File: config.mk
export PLATFORM = sky130hd
export DESIGN_NAME = decrypt_sequencer
export DESIGN_NICKNAME = d
export VERILOG_FILES = /design/src/rtl/decrypt_pkg.sv /design/src/rtl/rgb_xor_stage.sv /design/src/rtl/decrypt_sequencer.sv
export SDC_FILE = /design/constraint.sdc
export NUM_CORES = 1
export LEC_CHECK = 0
export ABC_AREA = 1
export CAP_MARGIN = 20
export CORE_MARGIN = 2
export CORE_UTILIZATION = 40
export DETAILED_ROUTE_END_ITERATION = 8
export GPL_TIMING_DRIVEN = 0
export MAX_ROUTING_LAYER = met4
export SKIP_LAST_GASP = 1
export SLEW_MARGIN = 20
export SYNTH_ARGS = -nofsm -noshare
export SYNTH_HDL_FRONTEND = slang
export SYNTH_SLANG_ARGS = --single-unit
File: constraint.sdc
create_clock -name clk -period 6 [get_ports clk]
set_input_delay 0.9 -clock clk [delete_from_list [all_inputs] [get_ports clk]]
set_output_delay 0.9 -clock clk [all_outputs]
set_load 0.05 [all_outputs]
File: src/rtl/decrypt_pkg.sv
`default_nettype none
// ============================================================================
// Module      : decrypt_pkg
// Description : Shared types and constants for the receiver-side image
//               decryption sequencer.
// Revision    : 1.0 - initial release
// ============================================================================
package decrypt_pkg;

    // Bits per colour channel
    localparam int DATA_W         = 8;
    // Default pixel address width and frame size
    localparam int ADDR_W_DEF     = 14;
    localparam int NUM_PIXELS_DEF = 16384;

    // Sequencer states
    typedef enum logic [2:0] {
        IDLE  = 3'd0,
        FETCH = 3'd1,
        WAIT  = 3'd2,
        WRITE = 3'd3,
        DONE  = 3'd4
    } state_t;

endpackage
`default_nettype wire

File: src/rtl/rgb_xor_stage.sv
`default_nettype none
// ============================================================================
// Module      : rgb_xor_stage
// Description : Registered 3-channel XOR of ciphertext and keystream bytes.
//               The result is loaded on entry to WRITE and held until the
//               next load, so the plaintext outputs are glitch-free.
// Revision    : 1.0 - initial release
// ============================================================================
module rgb_xor_stage
    import decrypt_pkg::*;
(
    input  logic              clk,
    input  logic              rst,
    input  logic              load,
    input  logic [DATA_W-1:0] ct_r,
    input  logic [DATA_W-1:0] ct_g,
    input  logic [DATA_W-1:0] ct_b,
    input  logic [DATA_W-1:0] key_r,
    input  logic [DATA_W-1:0] key_g,
    input  logic [DATA_W-1:0] key_b,
    output logic [DATA_W-1:0] pt_r,
    output logic [DATA_W-1:0] pt_g,
    output logic [DATA_W-1:0] pt_b
);

    logic [DATA_W-1:0] r_pt_r;
    logic [DATA_W-1:0] r_pt_g;
    logic [DATA_W-1:0] r_pt_b;

    // Capture the decrypted pixel when the sequencer commits to a write
    always_ff @(posedge clk or posedge rst) begin
        if (rst) begin
            r_pt_r <= '0;
            r_pt_g <= '0;
            r_pt_b <= '0;
        end else if (load) begin
            r_pt_r <= ct_r ^ key_r;
            r_pt_g <= ct_g ^ key_g;
            r_pt_b <= ct_b ^ key_b;
        end
    end

    assign pt_r = r_pt_r;
    assign pt_g = r_pt_g;
    assign pt_b = r_pt_b;

endmodule
`default_nettype wire

File: src/rtl/decrypt_sequencer.sv
`default_nettype none
// ============================================================================
// Module      : decrypt_sequencer
// Description : Steps a pixel address across the ciphertext RGB memories,
//               requests one keystream triple per pixel and writes
//               (ciphertext XOR key) into the plaintext RGB memories.
//               FETCH / WAIT / WRITE per pixel, start/abort/done control.
// Revision    : 1.0 - initial release
// ============================================================================
module decrypt_sequencer
    import decrypt_pkg::*;
#(
    parameter int ADDR_W     = ADDR_W_DEF,
    parameter int NUM_PIXELS = NUM_PIXELS_DEF
) (
    input  logic              clk,
    input  logic              rst,
    input  logic              start,
    input  logic              abort,
    output logic              busy,
    output logic              done,
    output logic [ADDR_W:0]   pix_count,
    output logic              key_req,
    input  logic              key_valid,
    input  logic [DATA_W-1:0] key_r,
    input  logic [DATA_W-1:0] key_g,
    input  logic [DATA_W-1:0] key_b,
    output logic              ct_rd_en,
    output logic [ADDR_W-1:0] ct_addr,
    input  logic [DATA_W-1:0] ct_r,
    input  logic [DATA_W-1:0] ct_g,
    input  logic [DATA_W-1:0] ct_b,
    output logic              pt_wr_en,
    output logic [ADDR_W-1:0] pt_addr,
    output logic [DATA_W-1:0] pt_r,
    output logic [DATA_W-1:0] pt_g,
    output logic [DATA_W-1:0] pt_b
);

    // Address of the final pixel; the counter never steps past it
    localparam logic [ADDR_W-1:0] c_LAST = ADDR_W'(NUM_PIXELS - 1);

    state_t              r_state;
    state_t              w_state_nx;
    logic [ADDR_W-1:0]   r_addr;
    logic [ADDR_W-1:0]   w_addr_nx;
    logic [ADDR_W:0]     r_pix_count;
    logic                r_busy;
    logic                r_done;
    logic                r_key_req;
    logic                r_ct_rd_en;
    logic [ADDR_W-1:0]   r_ct_addr;
    logic                r_pt_wr_en;
    logic [ADDR_W-1:0]   r_pt_addr;
    logic [DATA_W-1:0]   r_ct_hold  [3];
    logic [DATA_W-1:0]   r_key_hold [3];
    logic                r_ct_got;
    logic                r_key_got;
    logic                w_xfer;
    logic                w_ct_cap;
    logic                w_restart;
    logic                w_xor_load;
    logic [DATA_W-1:0]   w_ct_src   [3];
    logic [DATA_W-1:0]   w_key_src  [3];

    // State register
    always_ff @(posedge clk or posedge rst) begin
        if (rst) begin
            r_state <= IDLE;
        end else begin
            r_state <= w_state_nx;
        end
    end

    // Next-state and next-address decode; abort overrides everything
    always_comb begin
        w_state_nx = r_state;
        w_addr_nx  = r_addr;
        w_restart  = 1'b0;
        // A key only transfers while the request is actually outstanding
        w_xfer     = r_key_req & key_valid;
        // Ciphertext is valid on the first WAIT cycle only
        w_ct_cap   = (r_state == WAIT) & ~r_ct_got;
        if (abort) begin
            w_state_nx = IDLE;
        end else begin
            case (r_state)
                IDLE, DONE: begin
                    if (start) begin
                        w_state_nx = FETCH;
                        w_addr_nx  = '0;
                        w_restart  = 1'b1;
                    end
                end
                FETCH: w_state_nx = WAIT;
                WAIT: begin
                    if ((r_ct_got | w_ct_cap) & (r_key_got | w_xfer)) begin
                        w_state_nx = WRITE;
                    end
                end
                WRITE: begin
                    if (r_addr == c_LAST) begin
                        w_state_nx = DONE;
                    end else begin
                        w_state_nx = FETCH;
                        w_addr_nx  = r_addr + 1'b1;
                    end
                end
                default: w_state_nx = IDLE;
            endcase
        end
    end

    // XOR operands: take the live bus when the capture completes this cycle
    always_comb begin
        w_ct_src[0]  = r_ct_got  ? r_ct_hold[0]  : ct_r;
        w_ct_src[1]  = r_ct_got  ? r_ct_hold[1]  : ct_g;
        w_ct_src[2]  = r_ct_got  ? r_ct_hold[2]  : ct_b;
        w_key_src[0] = r_key_got ? r_key_hold[0] : key_r;
        w_key_src[1] = r_key_got ? r_key_hold[1] : key_g;
        w_key_src[2] = r_key_got ? r_key_hold[2] : key_b;
        w_xor_load   = (r_state == WAIT) & (w_state_nx == WRITE);
    end

    // Registered outputs, address/pixel counters and capture registers
    always_ff @(posedge clk or posedge rst) begin
        if (rst) begin
            r_addr        <= '0;
            r_pix_count   <= '0;
            r_busy        <= 1'b0;
            r_done        <= 1'b0;
            r_key_req     <= 1'b0;
            r_ct_rd_en    <= 1'b0;
            r_ct_addr     <= '0;
            r_pt_wr_en    <= 1'b0;
            r_pt_addr     <= '0;
            r_ct_hold[0]  <= '0;
            r_ct_hold[1]  <= '0;
            r_ct_hold[2]  <= '0;
            r_key_hold[0] <= '0;
            r_key_hold[1] <= '0;
            r_key_hold[2] <= '0;
            r_ct_got      <= 1'b0;
            r_key_got     <= 1'b0;
        end else begin
            r_addr     <= w_addr_nx;
            r_busy     <= (w_state_nx == FETCH) | (w_state_nx == WAIT) |
                          (w_state_nx == WRITE);
            r_done     <= (w_state_nx == DONE);
            r_ct_rd_en <= (w_state_nx == FETCH);
            r_pt_wr_en <= (w_state_nx == WRITE);
            // Request raised leaving FETCH, held through WAIT until transfer
            r_key_req  <= (w_state_nx == WAIT) &
                          ((r_state == FETCH) | (r_key_req & ~w_xfer));
            if (w_state_nx == FETCH) begin
                r_ct_addr <= w_addr_nx;
            end
            if (w_state_nx == WRITE) begin
                r_pt_addr <= r_addr;
            end
            if (w_restart) begin
                r_pix_count <= '0;
            end else if ((r_state == WRITE) && !abort) begin
                r_pix_count <= r_pix_count + 1'b1;
            end
            if (r_state == FETCH) begin
                r_ct_got  <= 1'b0;
                r_key_got <= 1'b0;
            end else if (r_state == WAIT) begin
                if (w_ct_cap) begin
                    r_ct_hold[0] <= ct_r;
                    r_ct_hold[1] <= ct_g;
                    r_ct_hold[2] <= ct_b;
                    r_ct_got     <= 1'b1;
                end
                if (w_xfer) begin
                    r_key_hold[0] <= key_r;
                    r_key_hold[1] <= key_g;
                    r_key_hold[2] <= key_b;
                    r_key_got     <= 1'b1;
                end
            end
        end
    end

    rgb_xor_stage u_xor (
        .clk   (clk),
        .rst   (rst),
        .load  (w_xor_load),
        .ct_r  (w_ct_src[0]),
        .ct_g  (w_ct_src[1]),
        .ct_b  (w_ct_src[2]),
        .key_r (w_key_src[0]),
        .key_g (w_key_src[1]),
        .key_b (w_key_src[2]),
        .pt_r  (pt_r),
        .pt_g  (pt_g),
        .pt_b  (pt_b)
    );

    assign busy      = r_busy;
    assign done      = r_done;
    assign pix_count = r_pix_count;
    assign key_req   = r_key_req;
    assign ct_rd_en  = r_ct_rd_en;
    assign ct_addr   = r_ct_addr;
    assign pt_wr_en  = r_pt_wr_en;
    assign pt_addr   = r_pt_addr;

endmodule
`default_nettype wire

Word-level counts from Yosys, hierarchy flattened

Index checks and enable logic that the tools add are counted.

Output and inout port bits: 72
Bits in latches: 0
Memory bits (writable): 0
ROM bits: 0
Logic and storage cells: 87
Input port bits: 53
Memories kept: 0
Register bits after elaboration: 139

Divide/modulo/power cells: 0
Multiply operators: 0
Equal/unequal tests: 9
Shift-type cells: 0
Reduce and logical (&&, ||, !) cells: 12
Muxes and demuxes: 26
Bitwise logic cells: 17
Magnitude comparators: 0
Add/sub/neg operators: 2

Operators with widths:

| cell                  | number |
|---|---|
| $mux 8                | 6 |
| $mux 14               | 3 |
| $mux 15               | 2 |
| $pmux 14 s2           | 1 |
| $xor 8x8->8           | 3 |
| $add 15x1->15 const B | 1 |
| $add 14x1->14 const B | 1 |
| $eq 14x14->1 const B  | 1 |
| $eq 3x2->1 const B    | 4 |
| $mux 3                | 4 |
| $pmux 3 s4            | 1 |
| $mux 1                | 9 |
| $reduce_bool 2->1     | 4 |
| $and 1x1->1           | 6 |
| $eq 3x1->1 const B    | 2 |
| $eq 3x3->1 const B    | 2 |
| $reduce_and 3->1      | 2 |
| $or 1x1->1            | 5 |
| $reduce_and 2->1      | 2 |
| $logic_not 3->1       | 1 |
| $not 1->1             | 3 |
| $reduce_or 2->1       | 1 |
| $logic_and 1x1->1     | 1 |
| $logic_not 1->1       | 1 |

Longest topological paths before layout

Gate-level depths: netlist of run 1.

Depth after elaboration: 10
Depth in mapped cells: 14
Mapped depth without buffers: 12

By module

Synthesis of run 1 repeated with hierarchy kept, for this count alone.

Cell total of the unflattened synthesis: 925
Area, all modules: 7095.6 um^2

Modules (own cells, without submodules):

| module            | area an instance (um^2) | cells an instance | sequential area each (um^2) | times used |
|---|---|---|---|---|
| decrypt_sequencer | 5731.7                  | 726               | 2877.8                      | 1 |
| rgb_xor_stage     | 1363.8                  | 199               | 600.6                       | 1 |

Worst setup path after synthesis of run 1

OpenSTA, ideal clock, no wires.

Path kind: input -> register
From: input port abort
To: register r_ct_addr[10], in the netlist ct_addr[10]
Stages: 10
Buffers on the path: 2
Required time: 5.882 ns
Slack: 3.861 ns
Arrival time: 2.022 ns
Library setup time: 0.118 ns
Path through: clkbuf_1 nor2_2 inv_2 nand2_4 inv_2 nor2_4 inv_2 buf_4 nand2_1 nand2_1

Cells in the longest elaborated chain, start to end: 2
Elaborated cells between the ends (all ways): 3
Classes of those cells: eq/ne (1); mux (2)

Ends and longest elaborated chain:

| item                 | RTL line                 | text |
|---|---|---|
| start, declared      | decrypt_sequencer.sv:19  | `input logic abort,` |
| $mux 3               | decrypt_sequencer.sv:84  | `if (abort) begin` |
| $eq 3x1->1           | decrypt_sequencer.sv:155 | `if (w_state_nx == FETCH) begin` |
| end signal, assigned | decrypt_sequencer.sv:156 | `r_ct_addr <= w_addr_nx;` |
| end, declared        | decrypt_sequencer.sv:52  | `logic [ADDR_W-1:0] r_ct_addr;` |

Several ways; a longest one is shown, not always the timed one.
A chain may end at the register's enable or synchronous reset.

Worst setup path in the final report of run 1

From: register r_pix_count[5], in the netlist pix_count[5]
To: output port pix_count[5]

RTL lines:

| item                   | RTL line                 | text |
|---|---|---|
| start, declared        | decrypt_sequencer.sv:47  | `logic [ADDR_W:0] r_pix_count;` |
| start signal, assigned | decrypt_sequencer.sv:164 | `r_pix_count <= r_pix_count + 1'b1;` |
| end, declared          | decrypt_sequencer.sv:22  | `output logic [ADDR_W:0] pix_count,` |

No word-level cell between the ends.

==> results of run 1 <==
-- worst min-delay path by stage --
stage / startpoint / endpoint / cells past startpoint
4_1_cts: pix_count[14]$_DFFE_PP0P_ / pix_count[14]$_DFFE_PP0P_ / 1
3_5_place_dp: pix_count[14]$_DFFE_PP0P_ / pix_count[14]$_DFFE_PP0P_ / 1
3_3_place_gp: pix_count[14]$_DFFE_PP0P_ / pix_count[14]$_DFFE_PP0P_ / 1
2_1_floorplan: r_ct_hold[0]$_DFFE_PP0P_ / r_ct_hold[0]$_DFFE_PP0P_ / 2
5_1_grt: pix_count[14]$_DFFE_PP0P_ / pix_count[14]$_DFFE_PP0P_ / 1
6_report: pix_count[14]$_DFFE_PP0P_ / pix_count[14]$_DFFE_PP0P_ / 1
-- stage by stage --
step           instances  total power [uW]  setup WS [ns]  TNS, ns
2_1_floorplan        831              2040           1.38        0
3_3_place_gp        1174              2420         -0.882  -121.18
3_5_place_dp        1175              2440           3.10        0
4_1_cts             1207              3500           3.38        0
5_1_grt             1207              3650           3.33        0
6_report            1207              3470           3.40        0
-- kinds of logic after synthesis --
| kind of cell | Yosys count | share of synthesized area, % |
|---|---|---|
| XOR/XNOR | 28 | 3.60 |
| AND/OR/NAND/NOR | 363 | 22.4 |
| buffers and inverters | 131 | 8.47 |
| flip-flops | 139 | 51.0 |
| adder cells (fa/ha/maj) | 2 | 0.367 |
| AO/OA/AOI/OAI | 168 | 14.2 |
-- sequential cells by signal, summed over array words and instances (netlist names) --
register and count:
ct_rd_en 1, busy 1, pt_addr 14, r_ct_hold 24, u_xor.pt_g 8, r_key_got 1, u_xor.pt_r 8, r_addr 14
pix_count 15, u_xor.pt_b 8, done 1, r_ct_got 1, pt_wr_en 1, key_req 1, r_state 3, r_key_hold 24
ct_addr 14
-- cell usage in the layout (no fill, tap or decap), types with 3 or more instances in the layout --
cell type	instances
inv_1	88
nand3_1	28
a21oi_1	12
o21ai_0	118
clkbuf_1	20
o21ai_1	3
buf_2	4
clkbuf_16	17
xor2_1	28
clkinv_4	4
nand4_1	7
clkdlybuf4s50_1	123
nor2_1	34
o21ai_2	29
nand2_2	6
nor2_4	5
clkinv_2	3
nor3_1	9
dfrtp_1	139
nand2_1	264
buf_6	4
inv_2	7
-- cell type report --
cell class	instances	area [sq um]	share of cell area (%)
Inverter	99	382	4.26
Tap cell	220	275	3.08
Clock buffer	19	453	5.06
Buffer	32	203	2.26
Sequential cell	139	3480	38.9
Clock inverter	13	143	1.59
Timing Repair Buffer	124	1260	14.1
Multi-Input combinational cell	561	2760	30.8
-- synthesized netlist by cell type (all sizes together), types with 7 or more instances --
cell type,number
a21oi,12
buf,12
clkbuf,20
dfrtp,139
inv,97
nand2,272
nand3,30
nand4,7
nor2,41
nor3,9
o21ai,150
xor2,28
-- metal layers --
metal | wire (microns) | global-route usage (%)
met5 | 0 | -
met4 | 217 | 6.43
met3 | 818 | 3.98
met2 | 8390 | 33.8
met1 | 8340 | 28.8
-- power groups by stage --
stage	clock network (uW)	logic [uW]	registers [uW]
after floorplan	0	400	1640
after global placement	0	1150	1270
after detailed placement	0	1170	1270
after CTS	1070	1170	1260
after global routing	1110	1260	1280
final	1050	1160	1260
==> flow_summary_export.csv, run 1 <==
group,metric,value,unit
critical_path,crit_end,"pix_count[5]",
detailed_routing,dr.pass1.iters,5,
critical_path,cp_num_buf_inv,1,
status,status,"finished clean",
job,cap_violations,0,
critical_path,cp.arrival,1.70,ns
critical_path,reg2regPathDepth,12,
power_and_ir_drop,power_density,388,mW/mm^2
power_and_ir_drop,p_comb_share,33.3,%
die,initial_core_util,40.9,%
synth,synth_ff_type,"dfrtp_1",
timing,finalSetupViolCount,0,
clock_network,cts_made_buffers,17,
timing,tightest_slew,0.577,ns
placed_design,gp_congestion,0.912,
critical_path,cp.depth,1,
power_and_ir_drop,p_leak,0.00427,uW
synth,netlist_area,0.00681,sq mm
detailed_routing,viasPerCell,4.86,
synth,ys_ff_latch,139,
clock_network,cts_hold_buf,0,
detailed_routing,drc,0,
die,num_rows,47,
detailed_routing,wl,17800,microns
timing,fmax,385,MHz
synth,syn_nets,886,
synth,synth_seq_area_share,51.0,%
global_route,grt_pass1_wl,29600,microns
global_route,grt_max_degree,96,
global_route,antenna_found_initial,0,
power_and_ir_drop,pwr-share-seq,36.3,%
critical_path,cp.required,5.10,ns
finish,synthToLayoutAreaGrowth,31.4,%
timing,layout_min_cycle_time,2.60,ns
synth,async_flop_share,100,%
detailed_routing,vias,5861,
finish,final_nets,1029,
timing,final-hold-violation-count,0,
synth,yosysTopAreaCell,"dfrtp_1",
clock_network,cts_sinks,139,
synth,avgSynthCellArea,8.20,sq um
synth,synth_top_area_share,51.0,%
synth,synthCells,831,
clock_network,cts-root-buf,"clkbuf_16",
critical_path,setup.worst_path.start_class,"flop",
clock_network,clk_latency,0.42,ns
critical_path,crit_type,"flop to primary output",
critical_path,reg2reg_slack,3.84,ns
global_route,grt_overflow,0,
clock_network,cts_tree,"yes",
die,io_pins,125,
clock_network,cts.path.max_buffers,2,
finish,postLayoutCellArea,0.00895,sq mm
critical_path,crit_path_start,"pix_count[5]$_DFFE_PP0P_",
placed_design,dpl-instance-area,0.00836,sq mm
synth,ys_types,34,
critical_path,crit_chain,"clkdlybuf4s50_1",
finish,fill_cells,1591,
power_and_ir_drop,sw_frac_of_total,37.5,%
critical_path,reg2reg_to,"u_xor.pt_b[4]$_DFFE_PP0P_",
timing,rsz0062_at_grt,"no",
die,core_area,0.0166,sq mm
critical_path,cp_slowest_cell,"clkdlybuf4s50_1",
finish,antennaDiodeCount,0,
finish,final_core_util,53.8,%
critical_path,max_stage_delay,0.84,ns
die,die-area,0.0181,sq mm
critical_path,timing.rr.start,"r_addr[0]$_DFF_PP0_",
clock_network,post-cts-setup-buffers,0,
critical_path,crit_fanout,6,
placed_design,dp_hpwl,13000,microns
timing,slew_headroom,61.6,%
synth,synth_area_leaders,"dfrtp_1 (51%), nand2_1 (15%), o21ai_0 (8.7%), inv_1 (4.9%), o21ai_2 (3.7%)",
die,die_y,135,microns
synth,synth_edf_count,0,
clock_network,h-tree-depth,4,
power_and_ir_drop,vdd_ir_drop_max,0.261,mV
placed_design,numPortBuffers,123,
clock_network,clkTransAtPathRegs,0.06,ns
detailed_routing,antenna_left,0,
die,die_x,135,microns
global_route,grt_pass1_vias,5809,
power_and_ir_drop,p_clk_share,30.4,%
critical_path,cpLargestDelayFamily,"buffers and inverters",
clock_network,post_cts_resized,0,
detailed_routing,wl_per_cell,14.7,microns
power_and_ir_drop,p_int,2170,uW
timing,hold_ws,0.458,ns
synth,yosys_warnings,0,
timing,timing.final.crit_share,43.3,%
detailed_routing,drt_iter0_drc,362,
finish,drive_above_1_share,10.2,%
timing,fin_skew,0.00669,ns
critical_path,cp-end-kind,"primary output",
global_route,gr-usage-all-layers,21.6,%
power_and_ir_drop,switchingPower,1300,uW
timing,slew_violations,0,
worst_hold_path,hp-class,"flop to flop",
No activity file was read; power rests on OpenSTA's default activity.
==> run 2: changes to the inputs <==
--- a/config.mk
+++ b/config.mk
@@ -12,6 +12,7 @@
 export DETAILED_ROUTE_END_ITERATION = 8
 export GPL_TIMING_DRIVEN = 0
 export MAX_ROUTING_LAYER = met4
+export PLACE_DENSITY = 0.66
 export SKIP_LAST_GASP = 1
 export SLEW_MARGIN = 20
 export SYNTH_ARGS = -nofsm -noshare
==> constraint.sdc (replaced) <==
create_clock -name clk -period 2.2 [get_ports clk]
set_input_delay 0.33 -clock clk [delete_from_list [all_inputs] [get_ports clk]]
set_output_delay 0.33 -clock clk [all_outputs]
set_load 0.05 [all_outputs]
==> run 2 against run 1 <==
  * Register-to-register slack lost 3.7 ns
  * Count of clock-buffer cells in the layout grew 1
  * Sequential power grew to 2.7 times the previous value
  * Sequential cell count is the same
  * Critical path depth grew 11
  * Core utilization grew 0.26 points
  * Via count grew 0.67%
  * Cell count grew 0.33%
  * Clock power grew to 2.7 times the previous value
  * First-iteration DRC count grew 18%
  * Highest routed layer unchanged
  * Wire length grew 3.0%
==> flow_summary_export.csv, run 2 (synthesis gave the netlist of run 1 again) <==
group,metric,value,unit
critical_path,reg2regPathDepth,12,
timing,hold_ws,0.297,ns
finish,drive_above_1_share,10.7,%
placed_design,dpl-instance-area,0.00840,sq mm
critical_path,crit_fanout,10,
clock_network,cts_hold_buf,0,
detailed_routing,route.met2.wl,8560,microns
critical_path,cp.arrival,2.35,ns
power_and_ir_drop,p_leak,0.00428,uW
timing,fin_skew,0.00681,ns
clock_network,cts_tree,"yes",
detailed_routing,antenna_left,0,
global_route,grt_overflow,0,
clock_network,cts_made_buffers,17,
status,status,"finished clean",
detailed_routing,vias,5900,
finish,final_nets,1033,
finish,mostFrequentLayoutCells,"nand2_1 (264), dfrtp_1 (139), clkdlybuf4s50_1 (123), o21ai_0 (118), inv_1 (88)",
critical_path,cpLargestDelayFamily,"simple AND/OR/NAND/NOR gates",
critical_path,timing.rr.start,"r_addr[0]$_DFF_PP0_",
placed_design,gp_congestion,0.873,
finish,synthToLayoutAreaGrowth,32.0,%
power_and_ir_drop,p_int,5880,uW
detailed_routing,viasPerCell,4.87,
power_and_ir_drop,switchingPower,3520,uW
detailed_routing,dr.pass1.iters,5,
detailed_routing,routed.top_layer,"met4",
timing,fin_setup_tns,0,ns
placed_design,numPortBuffers,123,
die,initial_core_util,40.9,%
placed_design,dp_hpwl,13300,microns
timing,rsz0062_at_grt,"no",
detailed_routing,wl,18300,microns
timing,timing.final.crit_share,93.0,%
timing,layout_min_cycle_time,2.05,ns
power_and_ir_drop,p_clk_share,29.7,%
critical_path,cp_num_buf_inv,3,
die,die_x,135,microns
power_and_ir_drop,sw_frac_of_total,37.5,%
timing,setup_ws,0.154,ns
placed_design,pre_cts_slack,-0.0751,ns
critical_path,setup.worst_path.start_class,"flop",
power_and_ir_drop,p_comb_share,33.7,%
finish,final_core_util,54.0,%
timing,slew_violations,0,
detailed_routing,drc,0,
finish,postLayoutCellArea,0.00899,sq mm
timing,fmax,489,MHz
die,io_pins,125,
detailed_routing,wl_per_cell,15.1,microns
critical_path,reg2reg_slack,0.15,ns
critical_path,crit_chain,"ha_2 -> nand3_2 -> nor2_4 -> nand2_4 -> nand2_2 -> nand3_2 -> nand2_2 -> nor2_4 -> inv_4 -> buf_12 -> buf_6 -> o21ai_2",
timing,finalSetupViolCount,0,
timing,tightest_slew,0.586,ns
clock_network,clk_latency,0.42,ns
timing,final-hold-violation-count,0,
clock_network,cts_sinks,139,
critical_path,reg2reg_to,"u_xor.pt_b[2]$_DFFE_PP0P_",
clock_network,cts.path.max_buffers,2,
power_and_ir_drop,pwr-share-seq,36.6,%
clock_network,h-tree-depth,4,
global_route,grt_max_degree,34,
detailed_routing,route.met3.wl,855,microns
die,num_rows,47,
clock_network,cts-root-buf,"clkbuf_16",
global_route,grt_pass1_vias,5873,
power_and_ir_drop,power_density,1040,mW/mm^2
critical_path,cp.required,2.50,ns
detailed_routing,wl_met1,8640,microns
global_route,antenna_found_initial,0,
finish,mostFrequentLayoutCell,"nand2_1",
power_and_ir_drop,vdd_ir_drop_max,0.703,mV
die,die_y,135,microns
critical_path,cp_slowest_cell,"dfrtp_1",
critical_path,max_stage_delay,0.42,ns
worst_hold_path,hp-class,"input pin to asynchronous set/reset pin",
clock_network,clkTransAtPathRegs,0.06,ns
critical_path,crit_type,"flop to flop",
detailed_routing,drt_iter0_drc,428,
job,cap_violations,0,
finish,antennaDiodeCount,0,
die,core_area,0.0166,sq mm
timing,slew_headroom,60.9,%
die,die-area,0.0181,sq mm
global_route,gr-usage-all-layers,22.0,%
global_route,grt_pass1_wl,30100,microns
critical_path,cp-end-kind,"flop",
## run 2: cell types whose count changed in the layout (fill, tap and decap cells not counted), moves of 2 or more
cell,change
clkinv_2,+2
clkinvlp_4,+3
inv_6,-2
clkinv_4,-3
buf_12,+4
## run 2: through the flow
step	cells	power, uW
floorplan	831	5560
global placement	1174	6590
detailed placement	1178	6670
CTS	1210	9490
global route	1211	9910
finish	1211	9400
## run 2: power by group through the flow
stage          Sequential, uW  Clock, uW  Combinational [uW]
2_1_floorplan            4470          0                1090
4_1_cts                  3440       2850                3200
3_5_place_dp             3470          0                3190
6_report                 3440       2790                3170
3_3_place_gp             3460          0                3130
5_1_grt                  3500       2970                3430
## run 2: layout make-up
cell class / instances / area (sq um)
Sequential cell: 139 / 3480
Buffer: 32 / 206
Clock buffer: 20 / 447
Tap cell: 220 / 275
Multi-Input combinational cell: 561 / 2770
Clock inverter: 12 / 124
Inverter: 99 / 378
Timing Repair Buffer: 128 / 1320
Fill cell: 1535 / 7650
## run 2: what timing repair did
item / 4_1_cts / 5_1_grt
buffers inserted: 0 / 1
hold endpoints to repair: 0 / 0
endpoints found under the setup margin: 0 / 49
resized for setup: 0 / 5
## run 2: worst max-delay path by stage
stage / startpoint / end / cells after the start
after floorplan: rst / busy$_DFF_PP0_ / 1
after global placement: rst / pix_count[7]$_DFFE_PP0P_ / 2
after detailed placement: start / ct_addr[3]$_DFFE_PP0P_ / 11
after CTS: r_addr[0]$_DFF_PP0_ / u_xor.pt_b[2]$_DFFE_PP0P_ / 12
after global routing: r_addr[0]$_DFF_PP0_ / u_xor.pt_b[6]$_DFFE_PP0P_ / 13
final: r_addr[0]$_DFF_PP0_ / u_xor.pt_b[2]$_DFFE_PP0P_ / 12
## run 2: routing by layer
| layer | GRT usage (%) | up-vias |
|---|---|---|
| li1 | - | 2927 |
| met1 | 30.0 | 2802 |
| met2 | 33.5 | 154 |
| met3 | 4.13 | 17 |
| met4 | 7.25 | 0 |
| met5 | - | - |
==> run 3: changes to the inputs <==
--- a/config.mk
+++ b/config.mk
@@ -11,7 +11,6 @@
 export CORE_UTILIZATION = 40
 export DETAILED_ROUTE_END_ITERATION = 8
 export GPL_TIMING_DRIVEN = 0
-export MAX_ROUTING_LAYER = met4
 export PLACE_DENSITY = 0.66
 export SKIP_LAST_GASP = 1
 export SLEW_MARGIN = 20
==> run 3 against run 2 <==
  * Cell area grew 1.1%
  * Core utilization grew 0.57 points
  * Sequential share of layout area shrank 0.40 points
  * Via count grew 1.2%
  * Clock power grew 12%
  * Critical endpoint is now u_xor.pt_r[0]$_DFFE_PP0P_
  * Largest cell class unchanged
  * Largest power group unchanged
  * Highest routed layer unchanged
==> flow_summary_export.csv, run 3 (synthesis gave the netlist of run 1 again) <==
group,metric,value,unit
finish,fill_cells,1566,
worst_hold_path,hp-class,"input pin to asynchronous set/reset pin",
job,cap_violations,0,
power_and_ir_drop,p_leak,0.00431,uW
finish,mostFrequentLayoutCells,"nand2_1 (264), dfrtp_1 (139), clkdlybuf4s50_1 (123), o21ai_0 (118), inv_1 (88)",
global_route,grt_max_degree,32,
timing,finalSetupViolCount,0,
timing,final-hold-violation-count,0,
critical_path,reg2reg_slack,0.12,ns
clock_network,cts_made_buffers,17,
timing,slew_violations,0,
die,die_x,135,microns
finish,final-seq-area,0.00348,sq mm
clock_network,clkTransAtPathRegs,0.06,ns
die,io_pins,125,
clock_network,h-tree-depth,4,
die,core_area,0.0166,sq mm
detailed_routing,antenna_left,0,
global_route,grt_pass1_wl,29900,microns
placed_design,dp_hpwl,13300,microns
timing,tightest_slew,0.599,ns
detailed_routing,vias,5968,
die,die_y,135,microns
critical_path,crit_fanout,10,
clock_network,cts_hold_buf,0,
power_and_ir_drop,power,9740,uW
timing,fin_skew,0.00988,ns
finish,multi_input_area,0.00278,sq mm
critical_path,cp.required,2.55,ns
finish,final_nets,1034,
power_and_ir_drop,power_density,1070,mW/mm^2
clock_network,cts_sinks,139,
placed_design,numPortBuffers,123,
timing,timing.final.crit_share,94.4,%
global_route,grt_overflow,0,
global_route,antenna_found_initial,0,
detailed_routing,drt_iter0_drc,368,
finish,antennaDiodeCount,0,
detailed_routing,viasPerCell,4.92,
finish,synthToLayoutAreaGrowth,33.4,%
detailed_routing,wl_per_cell,15.1,microns
timing,fin_setup_tns,0,ns
critical_path,cp.arrival,2.43,ns
power_and_ir_drop,vdd_ir_drop_max,0.795,mV
status,status,"finished clean",
timing,fmax,482,MHz
clock_network,cts.path.max_buffers,2,
global_route,grt_pass1_vias,5768,
critical_path,cp-end-kind,"flop",
clock_network,cts_tree,"yes",
detailed_routing,drc,0,
finish,mostFrequentLayoutCell,"nand2_1",
timing,layout_min_cycle_time,2.08,ns
die,die-area,0.0181,sq mm
detailed_routing,dr.pass1.iters,5,
detailed_routing,wl,18300,microns
finish,drive_above_1_share,10.8,%
global_route,gr-usage-all-layers,21.2,%
placed_design,gp_congestion,0.876,
timing,slew_headroom,60.1,%
critical_path,setup.worst_path.start_class,"flop",
timing,hold_ws,0.235,ns
die,num_rows,47,
critical_path,crit_type,"flop to flop",
die,initial_core_util,40.9,%
clock_network,clk_latency,0.42,ns
clock_network,cts-root-buf,"clkbuf_16",
[run 3: final cells by class]
type / instances / area share (%)
flip-flops and latches: 139 / 38.3
multi-input cells: 561 / 30.5
repair buffers: 129 / 14.7
clock buffers: 17 / 4.68
inverters: 99 / 4.16
well taps: 220 / 3.03
clock inverters: 15 / 2.33
plain buffers: 32 / 2.26
[run 3: layer usage]
layer	vias up	global-route usage, %	part of all wire (%)
met5	-	0	0
met4	0	7.37	1.8
met3	23	4.05	4.6
met2	143	33.5	47
met1	2869	29.3	47
li1	2933	-	-
[run 3: per-stage QoR]
step / util [%] / instances / worst slack [ns] / cell area, sq um
after floorplan: - / 831 / 0.135 / 6820
after global placement: 50.0 / 1174 / -1.24 / 8320
after detailed placement: 50.6 / 1179 / -0.0811 / 8420
after CTS: 54.4 / 1211 / 0.00965 / 9060
after global routing: 54.6 / 1212 / -0.0258 / 9090
final: 54.6 / 1212 / 0.124 / 9090
[run 3: worst paths after layout]
path / endpoint / from / cells after the start
worst min-delay path: r_key_hold[10]$_DFFE_PP0P_ / rst / 2
worst min register to register: ct_addr[10]$_DFFE_PP0P_ / ct_addr[10]$_DFFE_PP0P_ / 2
worst max-delay path: u_xor.pt_r[0]$_DFFE_PP0P_ / r_addr[0]$_DFF_PP0_ / 13
max in group asynchronous: u_xor.pt_b[3]$_DFFE_PP0P_ / rst / 6
worst max register to register: u_xor.pt_r[0]$_DFFE_PP0P_ / r_addr[0]$_DFF_PP0_ / 13
min in group clk: done$_DFF_PP0_ / abort / 2
[run 3: worst max-delay path: stages (launching register included)]
cell	delay (ns)
dfrtp_1	0.47
ha_4	0.20
nand3_1	0.16
nor2_4	0.21
nand2_4	0.12
nand2_2	0.10
nand3_2	0.07
nand2_2	0.10
nor2_4	0.06
inv_4	0.06
buf_12	0.13
buf_6	0.16
nand2_1	0.09
o21ai_2	0.06
[run 3: power by group]
| group | leakage [uW] | internal (uW) | switching [uW] |
|---|---|---|---|
| clock | 0.000298 | 1920 | 1200 |
| sequential | 0.00183 | 3110 | 328 |
| combinational | 0.00218 | 1080 | 2100 |
[run 3: timing repair]
| action | CTS | global route |
|---|---|---|
| gates resized for setup | 0 | 4 |
| endpoints found under the setup margin | 0 | 49 |
| setup buffers | 0 | 1 |
